--- src/rtl/mem_wb_pipe.sv ---
// mem_wb_pipe: multi-lane MEM->WB pipeline register with WAW/r0 squash and commit counter.
// Latency: one cycle from inputs to outputs; no combinational input-to-output path.
// Backpressure: stall_i[0] holds all outputs, stall_i[1] inserts a bubble, flush_i bubbles over both.
module mem_wb_pipe #(
  parameter int LANES       = 2,
  parameter int DATA_W      = 32,
  parameter int ADDR_W      = 5,
  parameter int PC_W        = 32,
  parameter int CNT_W       = 32,
  parameter bit ZERO_SQUASH = 1'b1
) (
  input  logic                    clk,
  input  logic                    rst,
  input  logic [1:0]              stall_i,
  input  logic                    flush_i,
  input  logic                    cnt_clr_i,
  input  logic [LANES-1:0]        valid_i,
  input  logic [LANES-1:0]        we_i,
  input  logic [LANES*ADDR_W-1:0] waddr_i,
  input  logic [LANES*DATA_W-1:0] wdata_i,
  input  logic [LANES*PC_W-1:0]   pc_i,
  output logic [LANES-1:0]        valid_o,
  output logic [LANES-1:0]        we_o,
  output logic [LANES*ADDR_W-1:0] waddr_o,
  output logic [LANES*DATA_W-1:0] wdata_o,
  output logic [LANES*PC_W-1:0]   pc_o,
  output logic [CNT_W-1:0]        commit_cnt_o
);

  logic [LANES-1:0]        w_we_base;
  logic [LANES-1:0]        w_we_eff;
  logic [CNT_W-1:0]        w_pop;
  logic                    w_load;
  logic                    w_bubble;

  logic [LANES-1:0]        r_valid;
  logic [LANES-1:0]        r_we;
  logic [LANES*ADDR_W-1:0] r_waddr;
  logic [LANES*DATA_W-1:0] r_wdata;
  logic [LANES*PC_W-1:0]   r_pc;
  logic [CNT_W-1:0]        r_cnt;

  // Flush beats hold; hold beats an upstream bubble; otherwise load.
  assign w_bubble = flush_i | (~stall_i[0] & stall_i[1]);
  assign w_load   = ~flush_i & ~stall_i[0] & ~stall_i[1];

  // Per-lane write enable before conflict resolution: valid, enabled, and optionally not r0.
  always_comb begin
    w_we_base = '0;
    for (int i = 0; i < LANES; i++) begin
      w_we_base[i] = valid_i[i] & we_i[i];
      if (ZERO_SQUASH && (waddr_i[i*ADDR_W +: ADDR_W] == '0)) begin
        w_we_base[i] = 1'b0;
      end
    end
  end

  // A younger (higher-index) lane writing the same register kills the older lane's write.
  always_comb begin
    w_we_eff = w_we_base;
    for (int i = 0; i < LANES; i++) begin
      for (int j = i + 1; j < LANES; j++) begin
        if (w_we_base[j] && (waddr_i[j*ADDR_W +: ADDR_W] == waddr_i[i*ADDR_W +: ADDR_W])) begin
          w_we_eff[i] = 1'b0;
        end
      end
    end
  end

  // Number of valid lanes in the incoming bundle, zero-extended to the counter width.
  always_comb begin
    w_pop = '0;
    for (int i = 0; i < LANES; i++) begin
      w_pop = w_pop + {{(CNT_W-1){1'b0}}, valid_i[i]};
    end
  end

  // Pipeline register: load, bubble, or hold; squashed lanes stay valid for commit tracing.
  always_ff @(posedge clk or negedge rst) begin
    if (!rst) begin
      r_valid <= '0;
      r_we    <= '0;
      r_waddr <= '0;
      r_wdata <= '0;
      r_pc    <= '0;
    end else if (w_bubble) begin
      r_valid <= '0;
      r_we    <= '0;
      r_waddr <= '0;
      r_wdata <= '0;
      r_pc    <= '0;
    end else if (w_load) begin
      r_valid <= valid_i;
      r_we    <= w_we_eff;
      r_waddr <= waddr_i;
      r_wdata <= wdata_i;
      r_pc    <= pc_i;
    end
  end

  // Commit counter: clear-then-add on a load edge, plain clear on any other edge, wraps naturally.
  always_ff @(posedge clk or negedge rst) begin
    if (!rst) begin
      r_cnt <= '0;
    end else if (w_load) begin
      r_cnt <= (cnt_clr_i ? '0 : r_cnt) + w_pop;
    end else if (cnt_clr_i) begin
      r_cnt <= '0;
    end
  end

  assign valid_o      = r_valid;
  assign we_o         = r_we;
  assign waddr_o      = r_waddr;
  assign wdata_o      = r_wdata;
  assign pc_o         = r_pc;
  assign commit_cnt_o = r_cnt;

endmodule

--- config.mk ---
export PLATFORM = sky130hd
export DESIGN_NAME = mem_wb_pipe
export DESIGN_NICKNAME = d
export VERILOG_FILES = /design/src/rtl/mem_wb_pipe.sv
export SDC_FILE = /design/constraint.sdc
export NUM_CORES = 1
export LEC_CHECK = 0
export BUFFER_PORTS_ARGS = -buffer_cell sky130_fd_sc_hd__buf_2
export CAP_MARGIN = 10
export CORE_AREA = 2 2 126 128
export CTS_BUF_LIST = sky130_fd_sc_hd__clkbuf_8
export DETAILED_ROUTE_END_ITERATION = 10
export DIE_AREA = 0 0 128 130
export PLACE_DENSITY = 0.76
export SYNTH_ARGS = -nofsm -noshare
export SYNTH_HDL_FRONTEND = slang
export SYNTH_SLANG_ARGS = --single-unit
export TNS_END_PERCENT = 30
--- constraint.sdc ---
create_clock -name clk -period 3.05 [get_ports clk]
set_input_delay 0.61 -clock clk [delete_from_list [all_inputs] [get_ports clk]]
set_output_delay 0.61 -clock clk [all_outputs]
set_load 0.02 [all_outputs]
==> impl_metrics.tcl <==
set metrics [dict create \
    die_w_um 128 \
    power.leakage_nw 4.82 \
    whs_ns 0.106 \
    synth_compound_area_share_pct 21.3 \
    n_antenna_cell 0 \
    rsz0062_at_grt "false" \
    run_status "completed" \
    clkTransAtPathRegs_ns 0.10 \
    grt_antenna_before_repair 0 \
    synthToLayoutAreaGrowth_pct 32.3 \
    total_power_w 0.00444 \
    endpoint_kind "register" \
    r2r_start "commit_cnt_o[0]$_DFF_PN0_" \
    ys_seq_area_share_pct 63.9 \
    reg2reg_depth 8 \
    path_cells "nand2b_4 -> fa_2 -> inv_1 -> ha_1 -> nand2_1 -> or4_1 -> or4_1 -> a21oi_1" \
    clock-sinks 174 \
    grt_pass1_vias 5277 \
    avgViaCountPerCell 5.50 \
    synth_top_family_by_area "compound AO/OA/AOI/OAI gates" \
    synth.distinct_cells 38 \
    fillers 1294 \
    r2r_end "commit_cnt_o[12]$_DFF_PN0_" \
    multi_input_area_mm2 0.00228 \
    nets 980 \
    post_cts_buffers 0 \
    pwr-share-comb_pct 11.0 \
    grt_max_degree 143 \
    numCtsBuffers 17 \
    design.core.area_mm2 0.0154 \
    gp_congestion 0.810 \
    dieArea_mm2 0.0166 \
    tightest_slew_ns 0.674 \
    slew_headroom_pct 55.1 \
    switching_share_pct 27.3 \
    cp.arrival_ns 2.97 \
    yosys.area_share.simple_pct 8.67 \
    ios 322 \
    post_dp_cell_area_mm2 0.00865 \
    grt_pass1_wl_um 28200 \
    synthCells 524 \
    route.detailed.drc 0 \
    powerDensity_mw_per_mm2 493 \
    switchingPower_w 0.00121 \
    power.share.clock_pct 34.6 \
    clk_latency_ns 0.46 \
    initial_utilization_pct 44.2 \
    crit_path_frequent_cell "or4_1" \
    synthMuxAreaShare_pct 0.312 \
    setup_viol_count_final 0 \
    track_usage_pct 21.8 \
    synthesis.nets 674 \
    cts_tree "done" \
    synth-adder-area-share_pct 0.477 \
    yosys-top-cells-area "dfrtp_1 (64%), a22o_1 (18%), clkbuf_1 (2.1%)" \
    port_buffers 321 \
    die_h_um 130 \
    syn-cell-area_mm2 0.00682 \
    h-tree-depth 4 \
    finalClockSkew_ns 0.0148 \
    slew_viol_final 0 \
    wire_per_inst_um 18.1 \
    cp_top_family "simple AND/OR/NAND/NOR gates" \
    max_freq_mhz 387 \
    rows 46 \
    r2r_slack_ns 0.47 \
    max_cap_viol_count 0 \
    crit_buf_inv 1 \
    start_kind "register" \
    regArea_mm2 0.00435 \
    cts_root_buffer "clkbuf_8" \
    ir_drop_mv 0.291 \
    yosysTopAreaCellShare_pct 63.9 \
    hp-class "primary input to async pin" \
    syn_avg_cell_area_um2 13.0 \
    fin_crit_ns 2.58 \
    ys_seq_elements 174 \
    critPathLaunch "commit_cnt_o[0]$_DFF_PN0_" \
    vias 5685 \
    design_area_mm2 0.00901 \
    setup_tns_ns 0 \
    path_max_fanout 15 \
    period_share_pct 84.7 \
    drt.antenna.violating_nets 0 \
    finalHoldViolCount 0 \
    gr-total-overflow 0 \
    cts_buffer_depth 2 \
    hpwl_um 12900 \
    async_flop_share_pct 100 \
    crit_end "commit_cnt_o[12]$_DFF_PN0_" \
    routed_wl_um 18700 \
    cts.repair.resized 0 \
    path_depth 8 \
    synth-xor-area-share_pct 2.31 \
    synthFlopType "dfrtp_1" \
    yosys_warnings 0 \
    drt_first_pass_iters 4 \
    seqPwrFrac_pct 54.4 \
    crit_required_ns 3.44 \
    cp_slowest_stage_delay_ns 0.69 \
    slowest_stage "or4_1" \
    final_util_pct 58.4 \
    cts_hold_buf 0 \
    yosysTopAreaCell "dfrtp_1" \
    worstSetupPathType "register to register" \
    synth_edf_count 0 \
    internal-power_w 0.00323 \
    drive_above_1_share_pct 43.9 \
    drt_iter0_markers 305 \
]
==> worst min-delay path by stage <==
| stage | from | end | slack, ns |
|---|---|---|---|
| 3_5_place_dp | valid_o[1]$_DFFE_PN0P_ | valid_o[1]$_DFFE_PN0P_ | 0.47 |
| 5_1_grt | rst | commit_cnt_o[20]$_DFF_PN0_ | 0.13 |
| 6_report | rst | commit_cnt_o[27]$_DFF_PN0_ | 0.11 |
| 3_3_place_gp | we_o[0]$_DFFE_PN0P_ | we_o[0]$_DFFE_PN0P_ | 0.46 |
| 4_1_cts | rst | commit_cnt_o[20]$_DFF_PN0_ | 0.11 |
| 2_1_floorplan | rst | commit_cnt_o[0]$_DFF_PN0_ | 0.31 |
==> worst reg2reg max path: cells and delay by family, from the launching register on <==
kind	cells	cell delay, ns
buf+inv	1	0.06
compound gates	1	0.16
flops	1	0.40
simple gates	4	1.42
fa+ha+maj	2	0.50
==> flip-flops by register name, indices dropped and copies added, names as in the netlist <==
register and cells:
waddr_o 10, pc_o 64, wdata_o 64, valid_o 2, commit_cnt_o 32, we_o 2
==> cells in the mapped netlist, types with 2 or more instances <==
| library cell | number |
|---|---|
| buf_2 | 3 |
| xor2_1 | 3 |
| and2_1 | 2 |
| dfrtp_1 | 174 |
| nand2_1 | 17 |
| nor3_1 | 6 |
| nor2_1 | 10 |
| nand3_1 | 8 |
| clkbuf_1 | 39 |
| nor2b_1 | 5 |
| nor4_1 | 6 |
| nand4_1 | 5 |
| nand4b_1 | 4 |
| o31ai_1 | 14 |
| o21ai_0 | 5 |
| xnor2_1 | 15 |
| and4_1 | 3 |
| or3_1 | 3 |
| a21oi_1 | 15 |
| or4_1 | 18 |
| inv_1 | 10 |
| a22o_1 | 138 |
| nand2b_1 | 6 |
==> power by group through the flow <==
stage | clock, W | combinational, W | sequential, W
detailed placement | 0 | 0.000498 | 0.00246
CTS | 0.00157 | 0.000497 | 0.00242
finish | 0.00154 | 0.000490 | 0.00242
floorplan | 0 | 0.000136 | 0.00255
global route | 0.00167 | 0.000530 | 0.00243
global placement | 0 | 0.000490 | 0.00246
==> metrics by stage <==
stage / worst slack [ns] / instances
2_1_floorplan: 0.0160 / 524
3_3_place_gp: 0.107 / 1003
3_5_place_dp: 0.0409 / 1003
4_1_cts: 0.446 / 1033
5_1_grt: 0.316 / 1033
6_report: 0.467 / 1033
==> placed cells by master (no fill, tap or decap), drive strengths merged, types with 2 or more instances in the layout <==
master / synthesis / layout
buf: 4 / 330
dfrtp: 174 / 174
a22o: 138 / 138
or4: 19 / 19
nand2: 17 / 17
clkbuf: 39 / 17
inv: 10 / 17
a21oi: 15 / 15
xnor2: 15 / 15
o31ai: 14 / 14
nor2: 10 / 10
nand3: 8 / 8
nor4: 6 / 6
nor3: 6 / 6
nand2b: 6 / 6
nand4: 5 / 5
o21ai: 5 / 5
nor2b: 5 / 5
nand4b: 4 / 4
or3: 3 / 3
and4: 3 / 3
xor2: 3 / 3
clkinvlp: 0 / 3
and2: 2 / 2
clkinv: 0 / 2
or4b: 2 / 2
==> logic make-up (layout without fill, tap and decap cells) <==
logic type               Yosys count  after routing
multiplexers                       2              2
XOR/XNOR                          18             18
AND/OR/NAND/NOR                   99             99
flip-flops                       174            174
adder cells (fa/ha/maj)            2              2
AO/OA/AOI/OAI                    176            176
buffers and inverters             53            370
==> routing by layer <==
layer,wire (µm),up-vias,global-route usage [%]
met5,0,-,0
met4,429,0,8.34
met3,1360,34,6.15
met2,8990,245,34.7
met1,7890,2808,28.8
li1,-,2598,-
==> area by class of cell <==
cell class	count	area share (%)
multi-input combinational	297	25.2
clock buffer	17	2.60
clock inverter	13	1.43
sequential	174	48.3
tap	192	2.67
timing repair buffer	330	19.3
inverter	10	0.416
Power figures use the tool's default switching activity.
